--- config.mk ---
export PLATFORM = sky130hd
export DESIGN_NAME = demux_8_flat
export DESIGN_NICKNAME = d
export VERILOG_FILES = /design/src/rtl/demux_8_pkg.sv /design/src/rtl/demux_8_if.sv /design/src/rtl/demux_8_slot.sv /design/src/rtl/demux_8.sv /design/src/flat_wrapper.sv
export SDC_FILE = /design/constraint.sdc
export NUM_CORES = 1
export LEC_CHECK = 0
export ABC_CLOCK_PERIOD_IN_PS = 4600
export CAP_MARGIN = 20
export CORE_MARGIN = 2
export CORE_UTILIZATION = 25
export CTS_CLUSTER_DIAMETER = 100
export DETAILED_ROUTE_END_ITERATION = 12
export PLACE_DENSITY_LB_ADDON = 0.2
export REMOVE_ABC_BUFFERS = 1
export SYNTH_ARGS = -nofsm -noshare
export SYNTH_HDL_FRONTEND = slang
export SYNTH_SLANG_ARGS = --single-unit
export TNS_END_PERCENT = 5
--- constraint.sdc ---
create_clock -name clk -period 4.6 [get_ports clk]
set_input_delay 1.38 -clock clk [delete_from_list [all_inputs] [get_ports clk]]
set_output_delay 1.38 -clock clk [all_outputs]
set_load 0.02 [all_outputs]
--- src/rtl/demux_8_pkg.sv ---
`default_nettype none
// ============================================================================
//  Module      : demux_8_pkg
//  Description : Shared sizes, types and helpers for the demux_8 block.
//  Revision    : 1.0 - initial release
// ============================================================================
package demux_8_pkg;

    localparam int N_DEMUX_OUT = 8;
    localparam int DEMUX_SEL_W = 3;
    localparam int DEMUX_CNT_W = 4;

    typedef logic [DEMUX_SEL_W-1:0] sel_t;
    typedef logic [N_DEMUX_OUT-1:0] slot_mask_t;
    typedef logic [DEMUX_CNT_W-1:0] cnt_t;

    function automatic cnt_t popcount(input slot_mask_t i_mask);
        cnt_t w_cnt;
        w_cnt = '0;
        for (int i = 0; i < N_DEMUX_OUT; i++) begin
            w_cnt = w_cnt + cnt_t'(i_mask[i]);
        end
        return w_cnt;
    endfunction

endpackage
`default_nettype wire

--- src/rtl/demux_8_if.sv ---
`default_nettype none
// ============================================================================
//  Module      : demux_8_if
//  Description : Input stream and eight output slots of the demux_8 block.
//  Revision    : 1.0 - initial release
// ============================================================================
interface demux_8_if
    import demux_8_pkg::*;
#(
    parameter int WIDTH = 8
);
    logic [WIDTH-1:0] in_data;
    sel_t             sel;
    logic             in_valid;
    logic             in_ready;
    logic [WIDTH-1:0] o_0;
    logic [WIDTH-1:0] o_1;
    logic [WIDTH-1:0] o_2;
    logic [WIDTH-1:0] o_3;
    logic [WIDTH-1:0] o_4;
    logic [WIDTH-1:0] o_5;
    logic [WIDTH-1:0] o_6;
    logic [WIDTH-1:0] o_7;
    slot_mask_t       out_valid;
    slot_mask_t       out_ready;
    cnt_t             occupancy;

    modport master (
        output in_data, sel, in_valid, out_ready,
        input  in_ready, o_0, o_1, o_2, o_3, o_4, o_5, o_6, o_7,
        input  out_valid, occupancy
    );

    modport slave (
        input  in_data, sel, in_valid, out_ready,
        output in_ready, o_0, o_1, o_2, o_3, o_4, o_5, o_6, o_7,
        output out_valid, occupancy
    );
endinterface
`default_nettype wire

--- src/rtl/demux_8_slot.sv ---
`default_nettype none
// ============================================================================
//  Module      : demux_8_slot
//  Description : One-entry output buffer (data register + valid flag).
//  Revision    : 1.0 - initial release
// ============================================================================
module demux_8_slot #(
    parameter int WIDTH = 8
) (
    input  wire logic             clk,
    input  wire logic             rst,
    input  wire logic             i_wr_en,
    input  wire logic [WIDTH-1:0] i_wr_data,
    input  wire logic             i_rd_ready,
    output logic                  o_valid,
    output logic [WIDTH-1:0]      o_data,
    output logic                  o_can_accept
);
    logic             r_valid;
    logic [WIDTH-1:0] r_data;

    // A write in the same cycle as a drain wins, so the slot stays full.
    always_ff @(posedge clk or posedge rst) begin
        if (rst) begin
            r_valid <= 1'b0;
        end else if (i_wr_en) begin
            r_valid <= 1'b1;
        end else if (i_rd_ready) begin
            r_valid <= 1'b0;
        end
    end

    always_ff @(posedge clk or posedge rst) begin
        if (rst) begin
            r_data <= '0;
        end else if (i_wr_en) begin
            r_data <= i_wr_data;
        end
    end

    assign o_valid      = r_valid;
    assign o_data       = r_data;
    assign o_can_accept = ~r_valid | i_rd_ready;
endmodule
`default_nettype wire

--- src/rtl/demux_8.sv ---
`default_nettype none
// ============================================================================
//  Module      : demux_8
//  Description : Registered 1-to-8 demultiplexer with per-slot valid/ready.
//  Revision    : 1.0 - initial release
// ============================================================================
module demux_8
    import demux_8_pkg::*;
#(
    parameter int WIDTH = 8
) (
    input  wire logic clk,
    input  wire logic rst,
    demux_8_if.slave  bus
);
    logic [WIDTH-1:0] w_data [N_DEMUX_OUT];
    slot_mask_t       w_valid;
    slot_mask_t       w_can_accept;
    slot_mask_t       w_wr_en;
    slot_mask_t       w_drain;
    logic             w_fill;
    cnt_t             w_drain_cnt;
    cnt_t             r_occ;

    // sel only reaches state through in_valid, so an unknown sel while idle is harmless.
    always_comb begin
        w_wr_en = '0;
        for (int k = 0; k < N_DEMUX_OUT; k++) begin
            w_wr_en[k] = bus.in_valid & w_can_accept[k] & (bus.sel == sel_t'(k));
        end
    end

    assign bus.in_ready = w_can_accept[bus.sel];
    assign w_drain      = w_valid & bus.out_ready;
    assign w_fill       = |(w_wr_en & ~w_valid);
    assign w_drain_cnt  = popcount(w_drain & ~w_wr_en);

    always_ff @(posedge clk or posedge rst) begin
        if (rst) begin
            r_occ <= '0;
        end else begin
            r_occ <= r_occ + cnt_t'(w_fill) - w_drain_cnt;
        end
    end

    for (genvar k = 0; k < N_DEMUX_OUT; k++) begin : g_slot
        demux_8_slot #(
            .WIDTH (WIDTH)
        ) u_slot (
            .clk          (clk),
            .rst          (rst),
            .i_wr_en      (w_wr_en[k]),
            .i_wr_data    (bus.in_data),
            .i_rd_ready   (bus.out_ready[k]),
            .o_valid      (w_valid[k]),
            .o_data       (w_data[k]),
            .o_can_accept (w_can_accept[k])
        );
    end

    assign bus.out_valid = w_valid;
    assign bus.occupancy = r_occ;
    assign bus.o_0       = w_data[0];
    assign bus.o_1       = w_data[1];
    assign bus.o_2       = w_data[2];
    assign bus.o_3       = w_data[3];
    assign bus.o_4       = w_data[4];
    assign bus.o_5       = w_data[5];
    assign bus.o_6       = w_data[6];
    assign bus.o_7       = w_data[7];
endmodule
`default_nettype wire

--- src/flat_wrapper.sv ---
// flat-port wrapper written by rule: the top's interface ports become plain ports
module demux_8_flat import demux_8_pkg::*;
#(
    parameter int WIDTH = 8
)
  (clk, rst, bus_in_data, bus_sel, bus_in_valid, bus_out_ready, bus_in_ready, bus_o_0, bus_o_1, bus_o_2, bus_o_3, bus_o_4, bus_o_5, bus_o_6, bus_o_7, bus_out_valid, bus_occupancy);
  demux_8_if #(.WIDTH(WIDTH)) bus_i ();
  input  wire logic clk;
  input  wire logic rst;
  input wire logic [$bits(bus_i.in_data)-1:0] bus_in_data;
  input wire logic [$bits(bus_i.sel)-1:0] bus_sel;
  input wire logic [$bits(bus_i.in_valid)-1:0] bus_in_valid;
  input wire logic [$bits(bus_i.out_ready)-1:0] bus_out_ready;
  output wire logic [$bits(bus_i.in_ready)-1:0] bus_in_ready;
  output wire logic [$bits(bus_i.o_0)-1:0] bus_o_0;
  output wire logic [$bits(bus_i.o_1)-1:0] bus_o_1;
  output wire logic [$bits(bus_i.o_2)-1:0] bus_o_2;
  output wire logic [$bits(bus_i.o_3)-1:0] bus_o_3;
  output wire logic [$bits(bus_i.o_4)-1:0] bus_o_4;
  output wire logic [$bits(bus_i.o_5)-1:0] bus_o_5;
  output wire logic [$bits(bus_i.o_6)-1:0] bus_o_6;
  output wire logic [$bits(bus_i.o_7)-1:0] bus_o_7;
  output wire logic [$bits(bus_i.out_valid)-1:0] bus_out_valid;
  output wire logic [$bits(bus_i.occupancy)-1:0] bus_occupancy;
  assign bus_i.in_data = bus_in_data;
  assign bus_i.sel = bus_sel;
  assign bus_i.in_valid = bus_in_valid;
  assign bus_i.out_ready = bus_out_ready;
  assign bus_in_ready = bus_i.in_ready;
  assign bus_o_0 = bus_i.o_0;
  assign bus_o_1 = bus_i.o_1;
  assign bus_o_2 = bus_i.o_2;
  assign bus_o_3 = bus_i.o_3;
  assign bus_o_4 = bus_i.o_4;
  assign bus_o_5 = bus_i.o_5;
  assign bus_o_6 = bus_i.o_6;
  assign bus_o_7 = bus_i.o_7;
  assign bus_out_valid = bus_i.out_valid;
  assign bus_occupancy = bus_i.occupancy;
  demux_8 #(.WIDTH(WIDTH)) u_core (.clk(clk), .rst(rst), .bus(bus_i));
endmodule
* Word-level counts from Yosys, hierarchy flattened *
Index checks and enable logic that the tools add are counted.

word-level totals
  register bits after elaboration = 76
  input port bits = 22

cells by class
  order comparisons = 1
  eq/ne operators = 7
  add/sub/neg operators = 9
  reductions and logical operators = 10
  bitwise operators = 37
  multiplexer cells = 18

operators by type and width
  operator                                                    count
  adder 4 x 1 -> 4 bit                                        7
  bitwise AND 8 bit                                           3
  2-to-1 mux 1 bit                                            17
  bitwise AND 1 bit                                           16
  NOT 8 bit                                                   2
  nonzero test 2 bit                                          8
  == test 3 bit, second input constant                        4
  NOT 1 bit                                                   8
  bitwise OR 1 bit                                            8
  OR reduction 8 bit                                          1
  == test 3 x 2 -> 1 bit, second input constant               2
  less-than comparator 3 x 4 -> 1 bit, second input constant  1
  subtractor 4 bit                                            1
  binary-select mux 1 bit (select 3 bit)                      1
  == test 3 x 1 -> 1 bit, second input constant               1
  zero test 3 bit                                             1
  adder 1 x 1 -> 2 bit                                        1

* Logic depth before layout (Yosys ltp) *
  word-level depth = 14
  depth in mapped cells = 15
  gate-level depth less buffers = 14

* Modules after synthesis *
A second synthesis with hierarchy kept.

unflattened totals
  cell total of the unflattened synthesis = 241
  area total of the unflattened synthesis = 3656.0 um^2

modules (own cells, without submodules)
  module        cells an instance  seq. area each (um^2)  area an instance (um^2)  times used
  demux_8_slot  21                 225.2                  372.9                    8
  demux_8       73                 100.1                  673.1                    1

* Least setup slack after synthesis *
No wires, ideal clock.

  kind = input -> register
  start = input bus_sel[0]
  end = register u_core.r_occ[3] (netlist: u_core.bus.occupancy[3])
  slack = -0.004 ns
  path buffers = 1
  setup time = 0.125 ns
  data arrival time = 4.479 ns
  required time = 4.475 ns
  cell stages on the path = 15
  cells stage by stage = buf_2 -> and2b_1 -> nand3_2 -> and3_1 -> ha_1 -> ha_1 -> inv_1 -> fa_1 -> inv_1 -> fa_1 -> inv_1 -> fa_1 -> ha_1 -> xnor2_1 -> xnor2_1

on the way
  longest elaborated chain between the ends = 12

ends and longest elaborated chain
  item                                                       line                RTL
  start: declaration                                         flat_wrapper.sv:11  input wire logic [$bits(bus_i.sel)-1:0] bus_sel;
  == test 3 x 1 -> 1 bit or zero test 3 bit (tied branches)  demux_8.sv:29       w_wr_en[k] = bus.in_valid & w_can_accept[k] & (bus.sel == sel_t'(k));
  bitwise AND 1 bit                                          demux_8.sv:29
  NOT 8 bit                                                  demux_8.sv:36       assign w_drain_cnt = popcount(w_drain & ~w_wr_en);
  bitwise AND 8 bit                                          demux_8.sv:36
  adder 1 x 1 -> 2 bit                                       demux_8_pkg.sv:21   w_cnt = w_cnt + cnt_t'(i_mask[i]);
  adder 4 x 1 -> 4 bit (6 in a row)                          demux_8_pkg.sv:21
  subtractor 4 bit (*)                                       demux_8.sv:42       r_occ <= r_occ + cnt_t'(w_fill) - w_drain_cnt;
  end signal: assignment                                     demux_8.sv:42
  end: declaration                                           demux_8.sv:23       cnt_t r_occ;

Mark *: on every way between the ends. The rest lies on a longest branch, timed or not.
A chain may end at the register's enable or synchronous reset.

* Final worst setup path *
  start = input bus_in_valid
  end = register u_core.r_occ[3] (netlist: u_core.bus.occupancy[3])

on the way
  longest elaborated chain between the ends = 12

ends and longest elaborated chain
  item                               line                RTL
  start: declaration                 flat_wrapper.sv:12  input wire logic [$bits(bus_i.in_valid)-1:0] bus_in_valid;
  bitwise AND 1 bit (2 in a row)     demux_8.sv:29
  NOT 8 bit                          demux_8.sv:36
  bitwise AND 8 bit                  demux_8.sv:36
  adder 1 x 1 -> 2 bit               demux_8_pkg.sv:21
  adder 4 x 1 -> 4 bit (6 in a row)  demux_8_pkg.sv:21
  subtractor 4 bit (*)               demux_8.sv:42

Marked as above.

==> summary.txt <==
Synth
  – Commonest cells in the netlist: dfrtp_1 (76), mux2_2 (64), inv_1 (15), buf_4 (8), nand2_1 (8)
  – Synth warnings: 0
  – Synth Area in Adders: 0.06150
  – Synth area leaders: dfrtp_1 (56%), mux2_2 (21%), fa_1 (3.6%), ha_1 (2.6%), buf_4 (1.8%)
  – Simple-gate share of the synthesized area: 0.07225
  – Fraction of registers with async set/reset: 1.000
  – Yosys reg bits: 76
  – Post-synthesis xor/xnor area fraction: 0.007781
  – Synth top area share: 0.5632
  – Largest family of logic cells by synthesized area: multiplexers
  – Top_reg_cell synth: dfrtp_1
  – Post-synthesis sequential area ratio: 0.5632
  – Dominant cell type by area after synthesis: dfrtp_1
  – Netlist cell types: 33
  – Synth Instances: 236
  – EDFF count, synth: 0
  – Post-synthesis mux area share: 0.2253
  – Post-synthesis compound-gate area fraction: 0.03038
  – Mapped Area: 3377 sq um
  – Mean Syn Cell Area: 14.31 sq um
  – Most common cell in the netlist: dfrtp_1

Power and ir drop
  – P_leak: 2.227 nW
  – Flop pwr share: 0.372
  – VDD IR max: 0.0002248 V
  – Gate power share: 0.343
  – Internal power: 1.679 mW
  – Switching part of the total power: 0.3093
  – Psw: 0.7516 mW
  – Clk pwr share: 0.285
  – Power Density: 482.7 nW/um^2

STA
  – Slew Viols, Final: 0
  – Least-Margin Pin Slew: 0.9100 ns
  – Hold Violations, Final: 0
  – Worst setup margin: 0.1252 ns
  – F_max: 223.5 MHz
  – Final clock skew: 0.005674 ns
  – Final min period: 4.475 ns
  – Rel. slew slack: 0.3926
  – Part of the cycle the worst path needs: 0.9728
  – Final setup fails: 0

Worst setup path
  – R2R setup slack: 1.31 ns
  – R2R Path Start: u_core.g_slot[1].u_slot.o_valid
  – WS Path Type: input pin to flip-flop
  – Crit path max-delay family: adder cells
  – CP max FO: 6
  – Crit path largest cell delay: 0.57 ns
  – CP max-delay cell: fa_2
  – Worst setup EP type: flip-flop
  – WP data required: 4.81 ns
  – Data arrival, critical path: 4.69 ns
  – Worst Setup SP: bus_in_valid
  – Buf/Inv on CP: 4
  – CP Launch Type: input pin
  – R2R Path End: u_core.bus.occupancy[3]
  – Worst path cell trace: clkdlybuf4s50_1 -> buf_4 -> and2_2 -> nand3_2 -> nand3_2 -> fa_2 -> inv_1 -> fa_1 -> fa_2 -> inv_1 -> fa_1 -> ha_2 -> xnor2_2 -> xnor2_1
  – Worst reg2reg path depth: 14

Die
  – # IOs: 99
  – DIE WIDTH: 120.2 um
  – Site Rows: 42
  – Die ar.: 14450 sq um
  – Initial core utilization: 0.2550
  – Core box area: 13240 sq um
  – Die Y-Extent: 120.2 um

GRT
  – Grt met3 use: 0.04717
  – Vias in the first global route: 2539
  – Grt ovf: 0
  – First-pass GRT wire length: 14.52 mm
  – Antenna violations before repair: 0
  – Largest net degree at the start of global routing: 51
  – Tot GR Track Use: 0.1346
  – Met2 Use GR: 0.2131
  – GRT Max-Usage Layer: met2
  – GR Util met1: 0.1735

Clock tree
  – CTS tree: done
  – Clock Path Buffers: 2
  – CTS Hold Bufs: 0
  – Sink Count: 76
  – Root buf cell: clkbuf_16
  – Cts bufs inserted: 9
  – Worst-path clk slew: 0.06 ns
  – Worst-Skew Late Latency: 0.33 ns
  – Number of H-tree levels: 3

Detailed routing
  – 1st-iter DRT viols: 91
  – Drt total wl: 9.318 mm
  – DR WL/cell: 17.26 um
  – TritonRoute pass-1 iters: 4
  – Drt drc: 0
  – ANT nets after route: 0
  – Vias/cell: 4.350
  – Routed vias: 2349

Place
  – Gp weighted congestion: 0.7953
  – Dpl ws: -0.3141 ns
  – PortBufs: 98
  – Placed Area: 4697 sq um
  – Final HPWL DP: 6.439 mm
  – Dpl cells: 524

Layout
  – N_diodes: 0
  – Syn-to-layout area delta: 49.09%
  – Layout cells sized above 1: 0.3434
  – Final Cell Area: 5035 sq um
  – Fin cells: 540
  – FILL cells: 1313
  – Nets: 394

Worst hold path
  – Hold-critical path depth: 1
  – Hold_sp: u_core.g_slot[1].u_slot.o_data[2]
  – Hold path endpoint: u_core.g_slot[1].u_slot.o_data[2]
  – Min-delay worst type: flip-flop to flip-flop

Job
  – Max Cap Violations: 0

Run status
  – Status: complete, no violations
[power groups by stage]
| stage | logic (mW) | clock network (mW) | registers (mW) |
|---|---|---|---|
| floorplan | 0.234 | 0 | 1.09 |
| global placement | 0.819 | 0 | 0.911 |
| detailed placement | 0.825 | 0 | 0.918 |
| CTS | 0.827 | 0.718 | 0.908 |
| global route | 0.899 | 0.750 | 0.925 |
| finish | 0.833 | 0.693 | 0.904 |
[cells by family after synthesis]
family                   after synthesis
flip-flops                            76
buffers and inverters                 27
multiplexers                          68
AO/OA/AOI/OAI                         10
XOR/XNOR                               3
adder cells (fa/ha/maj)               13
AND/OR/NAND/NOR                       39
[flip-flops by register name, indices dropped and copies added (netlist names)]
| register | cells |
|---|---|
| u_core.g_slot.u_slot.o_valid | 8 |
| u_core.bus.occupancy | 4 |
| u_core.g_slot.u_slot.o_data | 64 |
[timing repair]
| action | CTS | global route |
|---|---|---|
| pin swaps | 0 | 4 |
| setup buffers | 0 | 0 |
| gates resized for setup | 1 | 17 |
| setup endpoints to repair | 1 | 2 |
| hold endpoints to repair | 0 | 0 |
[routing by layer]
metal	wire, um	up-vias	part of all wire
met5	0	-	0
met4	127	0	0.014
met3	574	13	0.062
met2	4402	68	0.47
met1	4214	1206	0.45
li1	-	1062	-
[cell type report]
| cell class | instances | area, sq um | share of cell area |
|---|---|---|---|
| Sequential cell | 76 | 1902 | 0.3777 |
| Inverter | 15 | 57.56 | 0.01143 |
| Multi-Input combinational cell | 133 | 1384 | 0.2749 |
| Timing Repair Buffer | 124 | 1186 | 0.2356 |
| Clock buffer | 12 | 236.5 | 0.04697 |
| Tap cell | 176 | 220.2 | 0.04374 |
| Clock inverter | 4 | 48.80 | 0.009692 |
[cells in the final DEF, fill, tap and decap left out, drive strengths merged, types with 7 or more instances in the layout]
cell	n
buf	26
nand2b	7
dfrtp	76
clkbuf	12
clkdlybuf4s50	94
inv	15
nand3	9
nand2	8
ha	7
mux2	64
[worst max path at each step]
stage	end	slack [ns]	cells after the start
after floorplan	u_core.bus.occupancy[3]	0.10	14
after global placement	u_core.bus.occupancy[3]	-0.31	14
after detailed placement	u_core.bus.occupancy[3]	-0.31	15
after CTS	bus_in_ready	0.007	7
after global routing	u_core.bus.occupancy[3]	-0.008	15
final	u_core.bus.occupancy[3]	0.13	14
[worst register-to-register path, cell delays in order (launching register included)]
cell and delay (ns):
dfrtp_1 0.42, nand2b_1 0.14, nand3_2 0.09, and3_1 0.23
ha_4 0.28, fa_2 0.18, inv_2 0.04, fa_1 0.52
inv_2 0.04, fa_2 0.31, inv_1 0.07, fa_1 0.42
ha_2 0.20, xnor2_2 0.13, xnor2_1 0.12
[stage by stage]
step           hold WS [ns]  setup TNS, ns    util  total power [mW]
2_1_floorplan        0.6353              0       -             1.321
4_1_cts              0.5072              0  0.3761             2.453
3_3_place_gp         0.4877        -0.6572  0.3547             1.730
5_1_grt              0.5192      -0.008060  0.3802             2.574
6_report             0.5046              0  0.3802             2.430
3_5_place_dp         0.4924        -0.6705  0.3547             1.742
Note: power is estimated with default switching activity, not from simulation.
